## config.mk

```make
export PLATFORM = sky130hd
export DESIGN_NAME = operand_stage
export DESIGN_NICKNAME = d
export VERILOG_FILES = /design/src/rtl/operand_stage.sv
export SDC_FILE = /design/constraint.sdc
export NUM_CORES = 2
export LEC_CHECK = 0
export ABC_AREA = 0
export CAP_MARGIN = 20
export CORE_AREA = 2 2 381 383
export CTS_BUF_LIST = sky130_fd_sc_hd__clkbuf_2 sky130_fd_sc_hd__clkbuf_4 sky130_fd_sc_hd__clkbuf_8
export CTS_CLUSTER_SIZE = 28
export DETAILED_ROUTE_END_ITERATION = 7
export DIE_AREA = 0 0 383 385
export PLACE_DENSITY = 0.68
export SLEW_MARGIN = 20
export SYNTH_ARGS = -nofsm -noshare
export SYNTH_HDL_FRONTEND = slang
export SYNTH_SLANG_ARGS = --single-unit
```

## constraint.sdc

```tcl
create_clock -name clk -period 5.19 [get_ports clk]
set_clock_uncertainty 0.1 [all_clocks]
set_input_delay 0.519 -clock clk [delete_from_list [all_inputs] [get_ports clk]]
set_output_delay 0.519 -clock clk [all_outputs]
set_load 0.1 [all_outputs]
```

## src/rtl/operand_stage.sv

```systemverilog
// RV32I decode/operand-fetch stage: latches one instruction, reads the 32x32
// register file with writeback forwarding, and presents ALU operands under valid/ready.
module operand_stage #(
  parameter int unsigned XLEN = 32
) (
  input  logic            clk,
  input  logic            rst_n,
  input  logic [31:0]     instr,
  input  logic [XLEN-1:0] pc,
  input  logic            instr_valid,
  output logic            instr_ready,
  input  logic            wb_en,
  input  logic [4:0]      wb_rd,
  input  logic [XLEN-1:0] wb_data,
  output logic [6:0]      opcode,
  output logic [2:0]      func3,
  output logic [6:0]      func7,
  output logic [XLEN-1:0] op1,
  output logic [XLEN-1:0] op2,
  output logic [XLEN-1:0] imm,
  output logic [XLEN-1:0] rs2_data,
  output logic [4:0]      rd,
  output logic            illegal,
  output logic            out_valid,
  input  logic            out_ready
);

  localparam logic [6:0] OP_R      = 7'b0110011;
  localparam logic [6:0] OP_IALU   = 7'b0010011;
  localparam logic [6:0] OP_LOAD   = 7'b0000011;
  localparam logic [6:0] OP_JALR   = 7'b1100111;
  localparam logic [6:0] OP_STORE  = 7'b0100011;
  localparam logic [6:0] OP_BRANCH = 7'b1100011;
  localparam logic [6:0] OP_LUI    = 7'b0110111;
  localparam logic [6:0] OP_AUIPC  = 7'b0010111;
  localparam logic [6:0] OP_JAL    = 7'b1101111;

  typedef enum logic [1:0] {S_IDLE, S_READ, S_VALID} state_t;

  state_t      r_state, w_next;
  logic [31:0] r_rf [32];
  logic [31:0] r_instr, r_pc;

  logic [31:0] r_op1, r_op2, r_imm, r_rs2_data;
  logic [6:0]  r_opcode, r_func7;
  logic [2:0]  r_func3;
  logic [4:0]  r_rd;
  logic        r_illegal;

  logic [4:0]  w_rs1_addr, w_rs2_addr;
  logic [31:0] w_rs1, w_rs2;
  logic [31:0] w_imm_i, w_imm_s, w_imm_b, w_imm_u, w_imm_j;
  logic [31:0] w_op1, w_op2, w_imm;
  logic [6:0]  w_func7;
  logic        w_illegal;

  always_ff @(posedge clk) begin
    if (!rst_n) r_state <= S_IDLE;
    else        r_state <= w_next;
  end

  always_comb begin
    w_next = r_state;
    case (r_state)
      S_IDLE:  if (instr_valid) w_next = S_READ;
      S_READ:  w_next = S_VALID;
      S_VALID: if (out_ready) w_next = S_IDLE;
      default: w_next = S_IDLE;
    endcase
  end

  // x0 is never written, so it reads 0 without a dedicated mux.
  always_ff @(posedge clk) begin
    if (!rst_n)                        r_rf <= '{default: '0};
    else if (wb_en && wb_rd != 5'd0)   r_rf[wb_rd] <= wb_data;
  end

  always_ff @(posedge clk) begin
    if (!rst_n) begin
      r_instr <= '0;
      r_pc    <= '0;
    end else if (r_state == S_IDLE && instr_valid) begin
      r_instr <= instr;
      r_pc    <= pc;
    end
  end

  assign w_rs1_addr = r_instr[19:15];
  assign w_rs2_addr = r_instr[24:20];
  assign w_rs1 = (wb_en && wb_rd == w_rs1_addr && w_rs1_addr != 5'd0) ? wb_data : r_rf[w_rs1_addr];
  assign w_rs2 = (wb_en && wb_rd == w_rs2_addr && w_rs2_addr != 5'd0) ? wb_data : r_rf[w_rs2_addr];

  assign w_imm_i = {{20{r_instr[31]}}, r_instr[31:20]};
  assign w_imm_s = {{20{r_instr[31]}}, r_instr[31:25], r_instr[11:7]};
  assign w_imm_b = {{19{r_instr[31]}}, r_instr[31], r_instr[7], r_instr[30:25], r_instr[11:8], 1'b0};
  assign w_imm_u = {r_instr[31:12], 12'b0};
  assign w_imm_j = {{11{r_instr[31]}}, r_instr[31], r_instr[19:12], r_instr[20], r_instr[30:21], 1'b0};

  always_comb begin
    w_op1     = '0;
    w_op2     = '0;
    w_imm     = '0;
    w_func7   = '0;
    w_illegal = 1'b0;
    case (r_instr[6:0])
      OP_R: begin
        w_op1   = w_rs1;
        w_op2   = w_rs2;
        w_func7 = r_instr[31:25];
      end
      OP_IALU, OP_LOAD, OP_JALR: begin
        w_op1 = w_rs1;
        w_op2 = w_imm_i;
        w_imm = w_imm_i;
        if (r_instr[6:0] == OP_IALU && r_instr[13:12] == 2'b01) w_func7 = r_instr[31:25];
      end
      OP_STORE: begin
        w_op1 = w_rs1;
        w_op2 = w_imm_s;
        w_imm = w_imm_s;
      end
      OP_BRANCH: begin
        w_op1 = w_rs1;
        w_op2 = w_rs2;
        w_imm = w_imm_b;
      end
      OP_LUI: begin
        w_op2 = w_imm_u;
        w_imm = w_imm_u;
      end
      OP_AUIPC: begin
        w_op1 = r_pc;
        w_op2 = w_imm_u;
        w_imm = w_imm_u;
      end
      OP_JAL: begin
        w_op1 = r_pc;
        w_op2 = 32'd4;
        w_imm = w_imm_j;
      end
      default: w_illegal = 1'b1;
    endcase
  end

  always_ff @(posedge clk) begin
    if (!rst_n) begin
      r_opcode   <= '0;
      r_func3    <= '0;
      r_func7    <= '0;
      r_op1      <= '0;
      r_op2      <= '0;
      r_imm      <= '0;
      r_rs2_data <= '0;
      r_rd       <= '0;
      r_illegal  <= 1'b0;
    end else if (r_state == S_READ) begin
      r_opcode   <= r_instr[6:0];
      r_func3    <= r_instr[14:12];
      r_func7    <= w_func7;
      r_op1      <= w_op1;
      r_op2      <= w_op2;
      r_imm      <= w_imm;
      r_rs2_data <= w_rs2;
      r_rd       <= r_instr[11:7];
      r_illegal  <= w_illegal;
    end
  end

  assign instr_ready = (r_state == S_IDLE) && rst_n;
  assign out_valid   = (r_state == S_VALID);
  assign opcode      = r_opcode;
  assign func3       = r_func3;
  assign func7       = r_func7;
  assign op1         = r_op1;
  assign op2         = r_op2;
  assign imm         = r_imm;
  assign rs2_data    = r_rs2_data;
  assign rd          = r_rd;
  assign illegal     = r_illegal;

endmodule

```

==> impl_metrics.env <==
export IMPL_fin_nets=7219
export IMPL_status="complete, but fails checks"
export IMPL_syn_inst=7127
export IMPL_drv_slew=0
export IMPL_critical_path_max_stage_delay_ns=0.96
export IMPL_dr_pass1_iters=8
export IMPL_p_leak_uw=0.0221
export IMPL_synthTopCellsByCount="2329 x nand2_1, 1241 x dfxtp_1, 1224 x a21oi_1"
export IMPL_path_cells="clkinv_1 -> buf_4 -> o221ai_1 -> nand3_1 -> nand3_1 -> a21oi_1"
export IMPL_ys_types=78
export IMPL_setup_worst_path_start_class="flip-flop"
export IMPL_rsz0062_at_grt="no"
export IMPL_syn_avg_cell_area_um2=8.61
export IMPL_grt_overflow=0
export IMPL_synth_flop_cell="dfxtp_1"
export IMPL_async_flop_share_pct=0
export IMPL_crit_path_end_kind="flip-flop"
export IMPL_irDropWorstVdd_mv=0.283
export IMPL_vias=59178
export IMPL_maxCapViolations=0
export IMPL_viasPerCell=6.44
export IMPL_fillers=13223
export IMPL_failed_checks="DRC"
export IMPL_worst_pin_slew_ns=1.41
export IMPL_antenna_found_initial=22
export IMPL_cp_slowest_cell="dfxtp_2"
export IMPL_ys_seq_elements=1241
export IMPL_clkTransAtPathRegs_ns=0.06
export IMPL_routedWlPerCell_um=28.7
export IMPL_wirelength_mm=263
export IMPL_dp_cells=8797
export IMPL_grt_pass1_vias=55257
export IMPL_clkLatencyLatePin_ns=0.99
export IMPL_cp_common_cell="nand3_1"
export IMPL_grt_pass1_wl_mm=375
export IMPL_clock_path_buffers=3
export IMPL_layout_drive_gt1_share_pct=16.0
export IMPL_final_cells=9186
export IMPL_root_buffer="clkbuf_8"
export IMPL_die_w_um=383
export IMPL_yosysSeqAreaShare_pct=40.5
export IMPL_tritoncts="built"
export IMPL_fin_util_pct=48.9
export IMPL_drt_iter0_markers=9564
export IMPL_p_per_area_mw_per_mm2=311
export IMPL_crit_fanout=24
export IMPL_finalCriticalPeriod_ns=4.09
export IMPL_ios=259
export IMPL_fmax_mhz=245
export IMPL_multiInputGateArea_mm2=0.0333
export IMPL_cp_arrival_ns=4.83
export IMPL_grt_max_degree=228
export IMPL_synth_edf_count=0
export IMPL_synthTopCellsByArea="dfxtp_1 40%, mux4_2 15%, nand2_1 14%"
export IMPL_relSlewSlack_pct=5.98
export IMPL_numCtsBuffers=199
export IMPL_port_buffers=258
export IMPL_yosys_warnings=0
export IMPL_post_synth_top_count_cell="nand2_1"
export IMPL_syn_cell_area_mm2=0.0614
export IMPL_final_setup_viol_count=0
export IMPL_design_area_mm2=0.0700
export IMPL_yosysTopAreaCell="dfxtp_1"
export IMPL_htreeDepth=4
export IMPL_postPlaceCellArea_mm2=0.0654
export IMPL_drc=9
export IMPL_hold_viol=0
export IMPL_period_share_pct=78.8
export IMPL_seq_area_mm2=0.0249
export IMPL_cts_sinks=1241
export IMPL_syn_nets=7233
export IMPL_syn_to_final_growth_pct=14.1
export IMPL_setup_tns_final_ns=0
export IMPL_grt_usage_pct=34.4
export IMPL_crit_type="flip-flop to flip-flop"
export IMPL_dpl_hpwl_mm=164
export IMPL_chipHeight_um=385
export IMPL_initial_utilization_pct=42.9
export IMPL_coreArea_mm2=0.143
export IMPL_num_rows=139
export IMPL_yosys_area_top_type_share_pct=40.5
export IMPL_place_congestion=0.975
export IMPL_hp_class="input port to flip-flop"
export IMPL_die_area_mm2=0.147
export IMPL_antenna_left=0
export IMPL_required_ns=5.93
final timing paths:
path	start	to	slack, ns	cells after the start
min	instr[10]	r_instr[10]	0.02	3
max reg2reg	r_instr[23]	op2[17]	1.10	6
min reg2reg	imm[27]	imm[27]	0.35	2
max	r_instr[23]	op2[17]	1.10	6
layer usage:
layer  global-route usage [%]  vias up  part of all wire, %
li1                         -    24891                    -
met1                     42.9    28297                   35
met2                     48.6     4783                   41
met3                     13.9     1179                   16
met4                     23.4       28                  7.7
met5                        0        -                0.085
cells by family (layout without fill, tap and decap cells):
family	Yosys count	in the layout	synth area share, %
buffers and inverters	744	898	5.80
xor gates and xnor gates	9	9	0.128
muxes	704	704	20.0
DFF	1241	1241	40.5
AOI/OAI and AO/OA	1734	1734	16.1
other	0	2	0
and+or+nand+nor	2695	2695	17.4
critical path, delay by kind of cell (launching register included):
family / cells / cell delay (ns)
AOI/OAI and AO/OA: 2 / 0.81
buffers and inverters: 2 / 1.21
DFF: 1 / 0.96
and+or+nand+nor: 2 / 0.85
placed cells by master, fill, tap and decap left out, types with 36 or more instances in the layout:
| master | instances |
|---|---|
| buf_4 | 218 |
| clkbuf_8 | 256 |
| and2_1 | 69 |
| o21ai_0 | 132 |
| nor3_1 | 36 |
| mux4_2 | 405 |
| clkdlybuf4s50_1 | 257 |
| a221oi_1 | 73 |
| o211ai_1 | 46 |
| a21oi_1 | 1224 |
| mux2_2 | 41 |
| mux2i_1 | 250 |
| nand2_1 | 2317 |
| clkbuf_4 | 75 |
| nor2_1 | 96 |
| nand3_1 | 45 |
| dfxtp_1 | 1231 |
report_power, final:
part	internal (uW)	leakage (uW)	switching (uW)
Sequential	9650	0.0100	183
Combinational	727	0.00966	1790
Clock	5250	0.00239	4220
Total	15600	0.0221	6190
area by class of cell:
| cell class | count | area share [%] |
|---|---|---|
| clock buffers | 330 | 5.82 |
| flip-flops and latches | 1241 | 35.5 |
| well taps | 1903 | 3.40 |
| diodes | 2 | 0.00715 |
| clock inverters | 39 | 0.545 |
| repair buffers | 521 | 7.11 |
| inverters | 8 | 0.0536 |
| multi-input cells | 5142 | 47.5 |
sequential cells by signal, indices dropped and copies added (netlist names), 7 cells and up:
signal    flops
r_pc         32
op1          32
opcode        7
func7         7
r_rf       1024
imm          32
op2          32
rs2_data     32
r_instr      32
what timing repair did:
action	in CTS	in global routing
hold buffers	16	0
resized for setup	0	0
endpoints found under the hold margin	29	0
setup buffers	0	0
stage by stage:
stage	setup slack (ns)	total power, uW	hold slack, ns
2_1_floorplan	1.39	11500	0.337
3_3_place_gp	1.19	12400	0.340
3_5_place_dp	1.39	12400	0.346
4_1_cts	1.39	21700	0.00186
5_1_grt	1.25	22200	0.0224
6_report	1.10	21800	0.0176
No activity file was read; power rests on OpenSTA's default activity.
